File: src/rtl/la_ioseq.sv
// IO pad-ring power sequencer: enables ring sides in order, waits for power-good and settle, then releases isolation.
// Optional input synchronizers are compiled in with `define LA_IOSEQ_SYNC_EN.
module la_ioseq #(
  parameter int NSIDES  = 4,
  parameter int SETTLE  = 16,
  parameter int TIMEOUT = 256,
  parameter int CW      = 16
) (
  input  logic              clk,
  input  logic              reset,
  input  logic              pwr_req,
  input  logic [NSIDES-1:0] pgood,
  output logic [NSIDES-1:0] side_en,
  output logic              iso,
  output logic              ready,
  output logic              busy,
  output logic              fault,
  output logic [NSIDES-1:0] fault_side,
  output logic [2:0]        dbg_state
);

  localparam int IW = (NSIDES > 1) ? $clog2(NSIDES) : 1;
  localparam logic [CW-1:0] TO_LAST = CW'(TIMEOUT - 1);
  localparam logic [CW-1:0] ST_LAST = CW'(SETTLE - 1);

  typedef enum logic [2:0] {
    S_OFF    = 3'd0,
    S_RAMP   = 3'd1,
    S_SETTLE = 3'd2,
    S_ON     = 3'd3,
    S_DOWN   = 3'd4,
    S_FAULT  = 3'd5
  } state_t;

  logic              req_s;
  logic [NSIDES-1:0] pg_s;

`ifdef LA_IOSEQ_SYNC_EN
  logic [1:0]        req_ff;
  logic [NSIDES-1:0] pg_ff1;
  logic [NSIDES-1:0] pg_ff2;

  always_ff @(posedge clk) begin
    if (reset) begin
      req_ff <= '0;
      pg_ff1 <= '0;
      pg_ff2 <= '0;
    end else begin
      req_ff <= {req_ff[0], pwr_req};
      pg_ff1 <= pgood;
      pg_ff2 <= pg_ff1;
    end
  end

  assign req_s = req_ff[1];
  assign pg_s  = pg_ff2;
`else
  assign req_s = pwr_req;
  assign pg_s  = pgood;
`endif

  state_t            state_q, state_d;
  logic [IW-1:0]     idx_q, idx_d;
  logic [CW-1:0]     timer_q, timer_d, timer_inc;
  logic [NSIDES-1:0] side_en_q, side_en_d;
  logic              iso_q, iso_d;
  logic              ready_q, ready_d;
  logic              busy_q, busy_d;
  logic              fault_q, fault_d;
  logic [NSIDES-1:0] fault_side_q, fault_side_d;

  logic [NSIDES-1:0] idx_hot;
  logic [NSIDES-1:0] brown;
  logic [NSIDES-1:0] brown_low;
  logic [NSIDES-1:0] fault_hot;
  logic              go_fault;
  logic              go_down;

  assign timer_inc = (timer_q == {CW{1'b1}}) ? timer_q : timer_q + CW'(1);
  assign idx_hot   = NSIDES'(1) << idx_q;

  // The side currently ramping has no power-good yet, so it cannot brown out.
  assign brown     = side_en_q & ~pg_s & ((state_q == S_RAMP) ? ~idx_hot : {NSIDES{1'b1}});
  assign brown_low = brown & (~brown + NSIDES'(1));

  always_comb begin
    state_d      = state_q;
    idx_d        = idx_q;
    timer_d      = timer_inc;
    side_en_d    = side_en_q;
    iso_d        = iso_q;
    ready_d      = ready_q;
    busy_d       = busy_q;
    fault_d      = fault_q;
    fault_side_d = fault_side_q;
    go_fault     = 1'b0;
    go_down      = 1'b0;
    fault_hot    = '0;

    case (state_q)
      S_OFF: begin
        side_en_d    = '0;
        iso_d        = 1'b1;
        ready_d      = 1'b0;
        busy_d       = 1'b0;
        fault_d      = 1'b0;
        fault_side_d = '0;
        idx_d        = '0;
        timer_d      = '0;
        if (req_s) begin
          side_en_d = NSIDES'(1);
          busy_d    = 1'b1;
          state_d   = S_RAMP;
        end
      end

      S_RAMP: begin
        if (|brown) begin
          go_fault  = 1'b1;
          fault_hot = brown_low;
        end else if ((timer_q == TO_LAST) && !pg_s[idx_q]) begin
          go_fault  = 1'b1;
          fault_hot = idx_hot;
        end else if (!req_s) begin
          go_down = 1'b1;
        end else if (pg_s[idx_q]) begin
          state_d = S_SETTLE;
          timer_d = '0;
        end
      end

      S_SETTLE: begin
        if (|brown) begin
          go_fault  = 1'b1;
          fault_hot = brown_low;
        end else if (!req_s) begin
          go_down = 1'b1;
        end else if (timer_q == ST_LAST) begin
          timer_d = '0;
          if (idx_q < IW'(NSIDES - 1)) begin
            idx_d     = idx_q + IW'(1);
            side_en_d = side_en_q | (idx_hot << 1);
            state_d   = S_RAMP;
          end else begin
            iso_d   = 1'b0;
            ready_d = 1'b1;
            busy_d  = 1'b0;
            state_d = S_ON;
          end
        end
      end

      S_ON: begin
        if (|brown) begin
          go_fault  = 1'b1;
          fault_hot = brown_low;
        end else if (!req_s) begin
          go_down = 1'b1;
        end
      end

      // Power-down always runs to completion; a new request is honoured from OFF.
      S_DOWN: begin
        if (timer_q == ST_LAST) begin
          side_en_d = side_en_q & ~idx_hot;
          timer_d   = '0;
          if (idx_q == '0) begin
            busy_d  = 1'b0;
            state_d = S_OFF;
          end else begin
            idx_d = idx_q - IW'(1);
          end
        end
      end

      S_FAULT: begin
        if (!req_s) begin
          fault_d      = 1'b0;
          fault_side_d = '0;
          timer_d      = '0;
          state_d      = S_OFF;
        end
      end

      default: begin
        state_d = S_OFF;
        timer_d = '0;
      end
    endcase

    if (go_fault) begin
      state_d      = S_FAULT;
      side_en_d    = '0;
      iso_d        = 1'b1;
      ready_d      = 1'b0;
      busy_d       = 1'b0;
      fault_d      = 1'b1;
      fault_side_d = fault_hot;
      timer_d      = '0;
    end else if (go_down) begin
      state_d = S_DOWN;
      iso_d   = 1'b1;
      ready_d = 1'b0;
      busy_d  = 1'b1;
      timer_d = '0;
    end
  end

  always_ff @(posedge clk) begin
    if (reset) begin
      state_q      <= S_OFF;
      idx_q        <= '0;
      timer_q      <= '0;
      side_en_q    <= '0;
      iso_q        <= 1'b1;
      ready_q      <= 1'b0;
      busy_q       <= 1'b0;
      fault_q      <= 1'b0;
      fault_side_q <= '0;
    end else begin
      state_q      <= state_d;
      idx_q        <= idx_d;
      timer_q      <= timer_d;
      side_en_q    <= side_en_d;
      iso_q        <= iso_d;
      ready_q      <= ready_d;
      busy_q       <= busy_d;
      fault_q      <= fault_d;
      fault_side_q <= fault_side_d;
    end
  end

  assign side_en    = side_en_q;
  assign iso        = iso_q;
  assign ready      = ready_q;
  assign busy       = busy_q;
  assign fault      = fault_q;
  assign fault_side = fault_side_q;
  assign dbg_state  = state_q;

endmodule

File: config.mk
export PLATFORM = sky130hd
export DESIGN_NAME = la_ioseq
export DESIGN_NICKNAME = d
export VERILOG_FILES = /design/src/rtl/la_ioseq.sv
export SDC_FILE = /design/constraint.sdc
export NUM_CORES = 1
export LEC_CHECK = 0
export BUFFER_PORTS_ARGS = -buffer_cell sky130_fd_sc_hd__buf_4
export CORE_UTILIZATION = 63
export DETAILED_ROUTE_END_ITERATION = 10
export PLACE_DENSITY_LB_ADDON = 0.15
export SETUP_SLACK_MARGIN = 0.3
export SLEW_MARGIN = 0
export SYNTH_ARGS = -nofsm -noshare
export SYNTH_HDL_FRONTEND = slang
export SYNTH_SLANG_ARGS = --single-unit
File: constraint.sdc
create_clock -name clk -period 4.05 [get_ports clk]
set_input_delay 0.6075 -clock clk [delete_from_list [all_inputs] [get_ports clk]]
set_output_delay 0.6075 -clock clk [all_outputs]
set_load 0.005 [all_outputs]
## After elaboration in Yosys (flattened, before gate mapping)

Index checks and enable logic that the tools add are counted.

- Bits in registers: 33
- Bits of input ports: 7
- Output and inout bits: 15
- Logic and storage cells: 162

- Add/sub/neg operators: 4
- Order comparisons: 2
- Equal/unequal tests: 41
- Shifts and indexed selects: 1
- Mux-type cells: 76
- Bitwise logic cells: 9
- Reduce and logical (&&, ||, !) cells: 19

Operators by type and width:

| kind | count |
|---|---|
| $mux 16 | 9 |
| $pmux 16 s5 | 1 |
| $mux 4 | 11 |
| $ne 4x4->1 const B | 10 |
| $mux 3 | 13 |
| $ne 2x2->1 const B | 13 |
| $ne 3x3->1 const B | 8 |
| $reduce_and 12->1 | 2 |
| $mux 1 | 23 |
| $pmux 3 s6 | 1 |
| $add 16x1->16 const B | 1 |
| $and 4x4->4 | 4 |
| $eq 16x16->1 const B | 1 |
| $eq 16x4->1 const B | 1 |
| $eq 16x8->1 const B | 1 |
| $pmux 4 s2 | 2 |
| $mux 2 | 7 |
| $reduce_and 7->1 | 2 |
| $not 4->4 | 3 |
| $pmux 4 s3 | 1 |
| $pmux 1 s2 | 5 |
| $eq 3x2->1 const B | 2 |
| $eq 3x3->1 const B | 2 |
| $pmux 2 s3 | 1 |
| 26 further kinds | 28 |

## Logic depth before layout (Yosys ltp)

Gate-level depths: netlist of the first run.

- Depth in word-level cells: 10
- Mapped depth: 9

## Worst setup path before layout of the first run

No wires, ideal clock.

- Path type: in2reg
- Start point: input pgood[3]
- End point: register fault_side_q[1] (netlist: fault_side[1])
- Setup time: 122 ps
- Data arrival time: 2372 ps
- Setup slack: 1556 ps
- Stages on the path: 6
- Buffers on the path: 0
- Path through: mux4_2 > or3_1 > or3_4 > a21oi_4 > nor3b_2 > a221o_1

- Cells in the longest elaborated chain, start to end: 9
- Elaborated cells between the ends (all ways): 20
- Those cells by class: 1 x eq/ne; 11 x mux; 3 x bitwise; 5 x reduce/logical

RTL lines:

| what | RTL line | source |
|---|---|---|
| start: declaration | 12 | `input logic [NSIDES-1:0] pgood,` |
| $bmux 1 s2 | 121 | `end else if ((timer_q == TO_LAST) && !pg_s[idx_q]) begin` |
| $mux 1 (implied by the code) | 121 |  |
| $logic_not 1->1 | 121 |  |
| $logic_and 1x1->1 | 121 |  |
| $mux 1 | 121 |  |
| $mux 1 | 118 | `if (\|brown) begin` |
| $pmux 1 s2 | 100 | `case (state_q)` |
| $ne 3x3->1 (no source line) / $reduce_bool 3->1 (equally long branches) | -- |  |
| $reduce_and 2->1 (no source line) | -- |  |
| end signal: assignment | 229 | `fault_side_q <= fault_side_d;` |
| end: declaration | 70 | `logic [NSIDES-1:0] fault_side_q, fault_side_d;` |

Several ways; a longest one is shown, not always the timed one. The select of a mux whose other input is x is not followed.
A chain may end at the register's enable or synchronous reset.

## Worst setup path after layout of the first run

- Start point: register idx_q[0]
- End point: register timer_q[12]

- Cells in the longest elaborated chain, start to end: 8
- Elaborated cells between the ends (all ways): 24
- Those cells by class: 1 x shift; 17 x mux; 2 x bitwise; 4 x reduce/logical

RTL lines:

| what | RTL line | source |
|---|---|---|
| start: declaration | 63 | `logic [IW-1:0] idx_q, idx_d;` |
| start signal: assignment | 222 | `idx_q <= idx_d;` |
| $bmux 1 s2 / $shl 1x2->4 (equally long branches) | 121, 126, 80 |  |
| $mux 1 (implied by the code) / $not 4->4 (equally long branches) | 121, 126, 83 |  |
| $logic_not 1->1 / $mux 4 (equally long branches) | 121, 83 |  |
| $logic_and 1x1->1 / $and 4x4->4 (equally long branches) | 121, 83 |  |
| $mux 1 / $reduce_or 4->1 (equally long branches) | -- |  |
| $mux 1 (on tied branches) | 118, 133, 154 |  |
| $pmux 1 s2 | 100 |  |
| $reduce_or 3->1 (no source line) | -- |  |
| end signal: assignment | 223 | `timer_q <= timer_d;` |
| end: declaration | 64 | `logic [CW-1:0] timer_q, timer_d, timer_inc;` |

Several ways; a longest one is shown, not always the timed one. The select of a mux whose other input is x is not followed.

==> results of run 1 <==
## registers in the layout (all words and copies together), names as in the netlist
name        flops
timer_q        16
fault_side      4
side_en         4
dbg_state       3
idx_q           2
busy            1
fault           1
iso             1
ready           1
## where the power goes
part / internal [uW] / leakage, uW / switching, uW / total (uW)
Clock: 131 / 0.0000414 / 128 / 259
Combinational: 196 / 0.000489 / 276 / 472
Sequential: 351 / 0.000267 / 69.5 / 420
## kinds of logic after synthesis
logic type | Yosys count
buffers and inverters | 21
DFF | 33
xor gates and xnor gates | 13
AOI/OAI and AO/OA | 68
muxes | 3
adders and majority gates | 1
and+or+nand+nor | 125
## area by class of cell
| cell class | count | share of cell area |
|---|---|---|
| clock inverters | 3 | 0.0202 |
| inverters | 7 | 0.0114 |
| well taps | 44 | 0.0240 |
| multi-input cells | 210 | 0.572 |
| flip-flops and latches | 33 | 0.288 |
| clock buffers | 5 | 0.0163 |
| repair buffers | 21 | 0.0687 |
## synthesized netlist by cell type (all sizes together) (2+ instances only)
cell type and instances:
nand2 28, nor4 4, nor2b 5, clkbuf 9, dfxtp 33, nand4 4, nand3 10, o211ai 2
o21a 2, nand2b 4, a221o 2, o21ai 16, or2 4, inv 6, nor3 9, nor3b 3
or3 4, a21boi 2, nor2 28, o31ai 2, xnor2 7, a21oi 23, and4 7, o22ai 2
or3b 2, nor4b 2, a31oi 4, xor2 6, a21o 2, and3 5, buf 5
## per-layer routing
metal	wire length (um)	part of all wire	vias to the layer above	global-route usage
li1	-	-	992	-
met1	2020	0.42	953	0.385
met2	2350	0.48	97	0.490
met3	329	0.068	20	0.0655
met4	152	0.031	0	0.156
met5	0	0	-	0
## worst max-delay path, stage by stage (launching register included)
cell,delay (ns)
dfxtp_1,0.57
mux4_2,0.59
or3_1,0.37
or3_4,0.43
a41oi_2,0.32
a41o_4,0.26
a211oi_1,0.08
## through the flow
stage,power [uW],instances,hold WS [ns]
floorplan,783,264,0.462
detailed placement,887,315,0.462
global placement,888,315,0.450
global route,1220,323,0.494
CTS,1150,323,0.483
finish,1150,323,0.478
## how the worst max path moves through the flow
| stage | to | slack [ns] | cells past startpoint |
|---|---|---|---|
| 2_1_floorplan | fault_side[1] | 1.56 | 6 |
| 3_3_place_gp | fault_side[2] | 1.35 | 7 |
| 3_5_place_dp | timer_q[12] | 1.28 | 7 |
| 4_1_cts | timer_q[12] | 1.29 | 6 |
| 5_1_grt | timer_q[12] | 1.19 | 6 |
| 6_report | timer_q[12] | 1.26 | 6 |
==> flow_metrics.tcl, run 1 <==
set metrics [dict create \
    layout_commonest_cell "dfxtp_1" \
    ant_nets 0 \
    ys_warn_count 0 \
    status "complete, no violations" \
    setup_tns_ns 0 \
    die_height_um 59.2 \
    yosys.area_share.adder 0.00606 \
    cts.sinks 33 \
    cts-buffers-inserted 5 \
    vdd_drop_max_mv 0.242 \
    grt_max_degree 26 \
    die_w_um 59.2 \
    max_freq_mhz 358 \
    worstSetupPathType "reg2reg" \
    numPortBuffers 21 \
    place_hpwl_um 3530 \
    cap_violations 0 \
    synth_fp_nets 272 \
    synth_area_mm2 0.00206 \
    ys_ff_latch 33 \
    synthCells 264 \
    post-cts-setup-buffers 0 \
    min_path_cells 2 \
    leakage_uw 0.000797 \
    wl_per_cell_um 15.0 \
    hold_violations 0 \
    drc 0 \
    ios 22 \
    reg2reg_from "idx_q[0]" \
    vias 2062 \
    multi_input_comb_area_mm2 0.00131 \
    final_util 0.746 \
    seq_area_um2 661 \
    coreArea_mm2 0.00308 \
    post_cts_resized 0 \
    cp-end-kind "flop" \
    synth.mux.area_fraction 0.0212 \
    slew_headroom 0.488 \
    htree_levels 2 \
    synth_simple_gate_area_share 0.327 \
    wl_um 4850 \
    grt_use_total 0.306 \
    grt_first_pass_wirelength_um 8110 \
    ys_types 62 \
    drive_above_1_share 0.168 \
    rr_worst_depth 6 \
    synth_compound_area_frac 0.226 \
    firstDrtPassIters 6 \
    post-place-ws_ns 1.28 \
    viasPerCell 6.38 \
    grt_setup_unrepaired "false" \
    clock-skew-final_ns 0.0212 \
    grt_pass1_vias 1778 \
    hp-class "reg2reg" \
    fin_crit_ns 2.79 \
    clk_pin_slew_ns 0.13 \
    synth_area_leaders "dfxtp_1 (32%), a21oi_1 (5.3%), nand2_1 (5.1%)" \
    min-delay-start "fault_side[3]" \
    layout_common_cells "dfxtp_1 (33), nand2_1 (28), nor2_1 (28)" \
    synthArstFlopShare 0 \
    die_area_mm2 0.00351 \
    worstPathArrival_ns 2.97 \
    period_share 0.689 \
    antenna_found_initial 0 \
    synth_edf_count 0 \
    start_kind "flop" \
    drv_slew 0 \
    nFillCells 267 \
    nets 286 \
    rows 20 \
    holdPathEnd "fault_side[3]" \
    path_max_fanout 16 \
    final_area_mm2 0.00230 \
    ys_seq_area_frac 0.320 \
    setup_viol 0 \
    synth-xor-area-share 0.0552 \
    start_util 0.670 \
    cts_buffer_depth 2 \
    worstSkewPairLatency_ns 0.35 \
    timing.rr.end "timer_q[12]" \
    synth_flop_cell "dfxtp_1" \
    drt_iter0_drc 173 \
    cp.required_ns 4.23 \
    rrSetupSlack_ns 1.26 \
    hold_buffers 0 \
    syn_avg_cell_area_um2 7.82 \
    root_buffer "clkbuf_4" \
    worst_pin_slew_ns 0.761 \
    gp_congestion 0.958 \
    synth_top_area_cell "dfxtp_1" \
    synth_top_family_by_area "simple AND/OR/NAND/NOR gates" \
    powerDensity_mw_per_mm2 502 \
    cts_tree "built" \
    synth_top_cell_area_share 0.320 \
    postPlaceCellArea_mm2 0.00221 \
    startpoint "idx_q[0]" \
    setup_ws_ns 1.26 \
    area_growth_pct 11.3 \
    grt-ovfl-total 0 \
    diodes 0 \
]
Note: power is estimated with default switching activity, not from simulation.
==> run 2: changes to the inputs <==
--- a/config.mk
+++ b/config.mk
@@ -6,7 +6,7 @@
 export NUM_CORES = 1
 export LEC_CHECK = 0
 export BUFFER_PORTS_ARGS = -buffer_cell sky130_fd_sc_hd__buf_4
-export CORE_UTILIZATION = 63
+export CORE_UTILIZATION = 53
 export DETAILED_ROUTE_END_ITERATION = 10
 export PLACE_DENSITY_LB_ADDON = 0.15
 export SETUP_SLACK_MARGIN = 0.3
==> constraint.sdc (replaced) <==
create_clock -name clk -period 2.28 [get_ports clk]
set_input_delay 0.342 -clock clk [delete_from_list [all_inputs] [get_ports clk]]
set_output_delay 0.342 -clock clk [all_outputs]
set_load 0.005 [all_outputs]
==> run 2 against run 1 <==
Effect of this change:
- core utilization decreased by 3.8 points
- count of clock-buffer cells in the layout is 3 higher
- power up 95%
- routed wire length is 14% higher
- combinational power is 140% higher
- the flow now finishes with violations (negative setup slack)
- sequential share of layout area fell by 3.4 points
- global-route usage shrank 2.6 points
- highest routed layer unchanged
- die area grew 18%
- clock skew decreased by 0.013 ns
- critical endpoint is now fault_side[2]
- setup slack got worse by 1.3 ns
==> flow_metrics.tcl, run 2 (synthesized netlist as in run 1, its figures left out) <==
set metrics [dict create \
    status "complete, but fails checks" \
    violations "negative setup slack" \
    htree_levels 2 \
    largest_reg_flops 16 \
    worstSkewPairLatency_ns 0.29 \
    final_area_mm2 0.00261 \
    die_w_um 64.4 \
    cap_violations 0 \
    cpLargestDelayFamily "simple AND/OR/NAND/NOR gates" \
    regMostFlops "timer_q" \
    grt-ovfl-total 0 \
    clock-skew-final_ns 0.00787 \
    grt_setup_unrepaired "true" \
    cts.sinks 33 \
    p_comb_frac 0.512 \
    max_freq_mhz 432 \
    path_max_fanout 4 \
    die_height_um 64.4 \
    slew_headroom 0.559 \
    period_share 1.01 \
    gp_congestion 0.956 \
    vias 2171 \
    final_util 0.708 \
    powerDensity_mw_per_mm2 859 \
    p_int_uw 1330 \
    power.share.clock 0.191 \
    drc 0 \
    post-place-ws_ns -0.0743 \
    nFillCells 320 \
    grt_max_degree 20 \
    coreArea_mm2 0.00369 \
    worstPathArrival_ns 2.49 \
    vdd_drop_max_mv 0.412 \
    nets 311 \
    path_common_cell "or3_4" \
    drv_slew 0 \
    die_area_mm2 0.00415 \
    wl_um 5510 \
    crit_slowest_cell "mux4_2" \
    numPortBuffers 21 \
    swShare 0.409 \
    worstSetupPathType "reg2reg" \
    area_growth_pct 26.6 \
    rows 22 \
    place_hpwl_um 3950 \
    ant_nets 0 \
    cts_buffer_depth 2 \
    root_buffer "clkbuf_8" \
    setup_viol 5 \
    ios 22 \
    drive_above_1_share 0.286 \
    leakage_uw 0.000955 \
    grt_first_pass_wirelength_um 8890 \
    cts-buffers-inserted 5 \
    fin_crit_ns 2.31 \
    postPlaceCellArea_mm2 0.00241 \
    hp-class "in2reg" \
    firstDrtPassIters 5 \
    max_stage_delay_ns 0.54 \
    setup_ws_ns -0.0322 \
    grt_pass1_vias 1937 \
    grt_use_total 0.279 \
    viasPerCell 6.17 \
    start_kind "flop" \
    layout_common_cells "buf_4 (42), dfxtp_1 (31), nand2_1 (28), nor2_1 (28), a21oi_1 (17)" \
    worst_pin_slew_ns 0.656 \
    wl_per_cell_um 15.6 \
    switchingPower_uw 919 \
    drt_iter0_drc 196 \
    antenna_found_initial 0 \
    worstPathCellList "mux4_2 > or3_4 > or3_4 > a21oi_4 > nor3b_2 > a221o_1" \
    cts_tree "built" \
    seq_power_share 0.296 \
    cp.required_ns 2.46 \
    start_util 0.559 \
    hold_violations 0 \
    layout_commonest_cell "buf_4" \
    clk_pin_slew_ns 0.07 \
    seq_area_um2 663 \
    multi_input_comb_area_mm2 0.00142 \
    diodes 0 \
    cp-end-kind "flop" \
    cp_num_buf_inv 0 \
]
## run 2: changes by cell type in the layout (fill, tap and decap cells not counted), moves of 3 or more
cell,delta
a21oi_1,-5
a21oi_2,+5
buf_4,+21
buf_6,+4
clkbuf_1,+3
clkbuf_4,-5
clkbuf_8,+5
## run 2: final timing paths
| path | start | end | slack [ns] | depth (start not counted) |
|---|---|---|---|---|
| worst max-delay path | idx_q[0] | fault_side[2] | -0.03 | 6 |
| worst min-delay path | reset | dbg_state[2] | 0.31 | 2 |
| worst max register to register | idx_q[0] | fault_side[2] | -0.03 | 6 |
| worst min register to register | ready | ready | 0.47 | 1 |
## run 2: power by group through the flow
stage	sequential [uW]	combinational (uW)	clock [uW]
after detailed placement	670	1040	0
final	665	1150	430
after floorplan	674	726	0
after global routing	670	1240	471
after CTS	664	1090	441
after global placement	669	1040	0
## run 2: routing by layer
metal | track usage | vias up | wire (um)
li1 | - | 1043 | -
met1 | 0.328 | 1021 | 2300
met2 | 0.480 | 89 | 2760
met3 | 0.0339 | 18 | 286
met4 | 0.169 | 0 | 161
met5 | 0 | - | 0
## run 2: cell type report
class,count,share of cell area
multi-input cells,210,0.544
flip-flops and latches,33,0.254
repair buffers,46,0.138
clock buffers,8,0.0307
well taps,48,0.0230
inverters,7,0.0101
## run 2: what timing repair did
action                                  4_1_cts  5_1_grt
pin swaps                                     4        3
endpoints found under the setup margin       32       33
cloned                                        0        0
buffers inserted                              1        0
gates resized for setup                       8       17
hold buffers                                  0        0
## run 2: metrics by stage
| stage | instances | TNS [ns] | hold slack [ns] | total power [uW] |
|---|---|---|---|---|
| floorplan | 264 | 0 | 0.462 | 1400 |
| finish | 352 | -0.0777 | 0.306 | 2240 |
| global route | 352 | -1.34 | 0.308 | 2380 |
| detailed placement | 343 | -1.09 | 0.461 | 1710 |
| CTS | 352 | 0 | 0.296 | 2190 |
| global placement | 343 | -0.594 | 0.452 | 1710 |
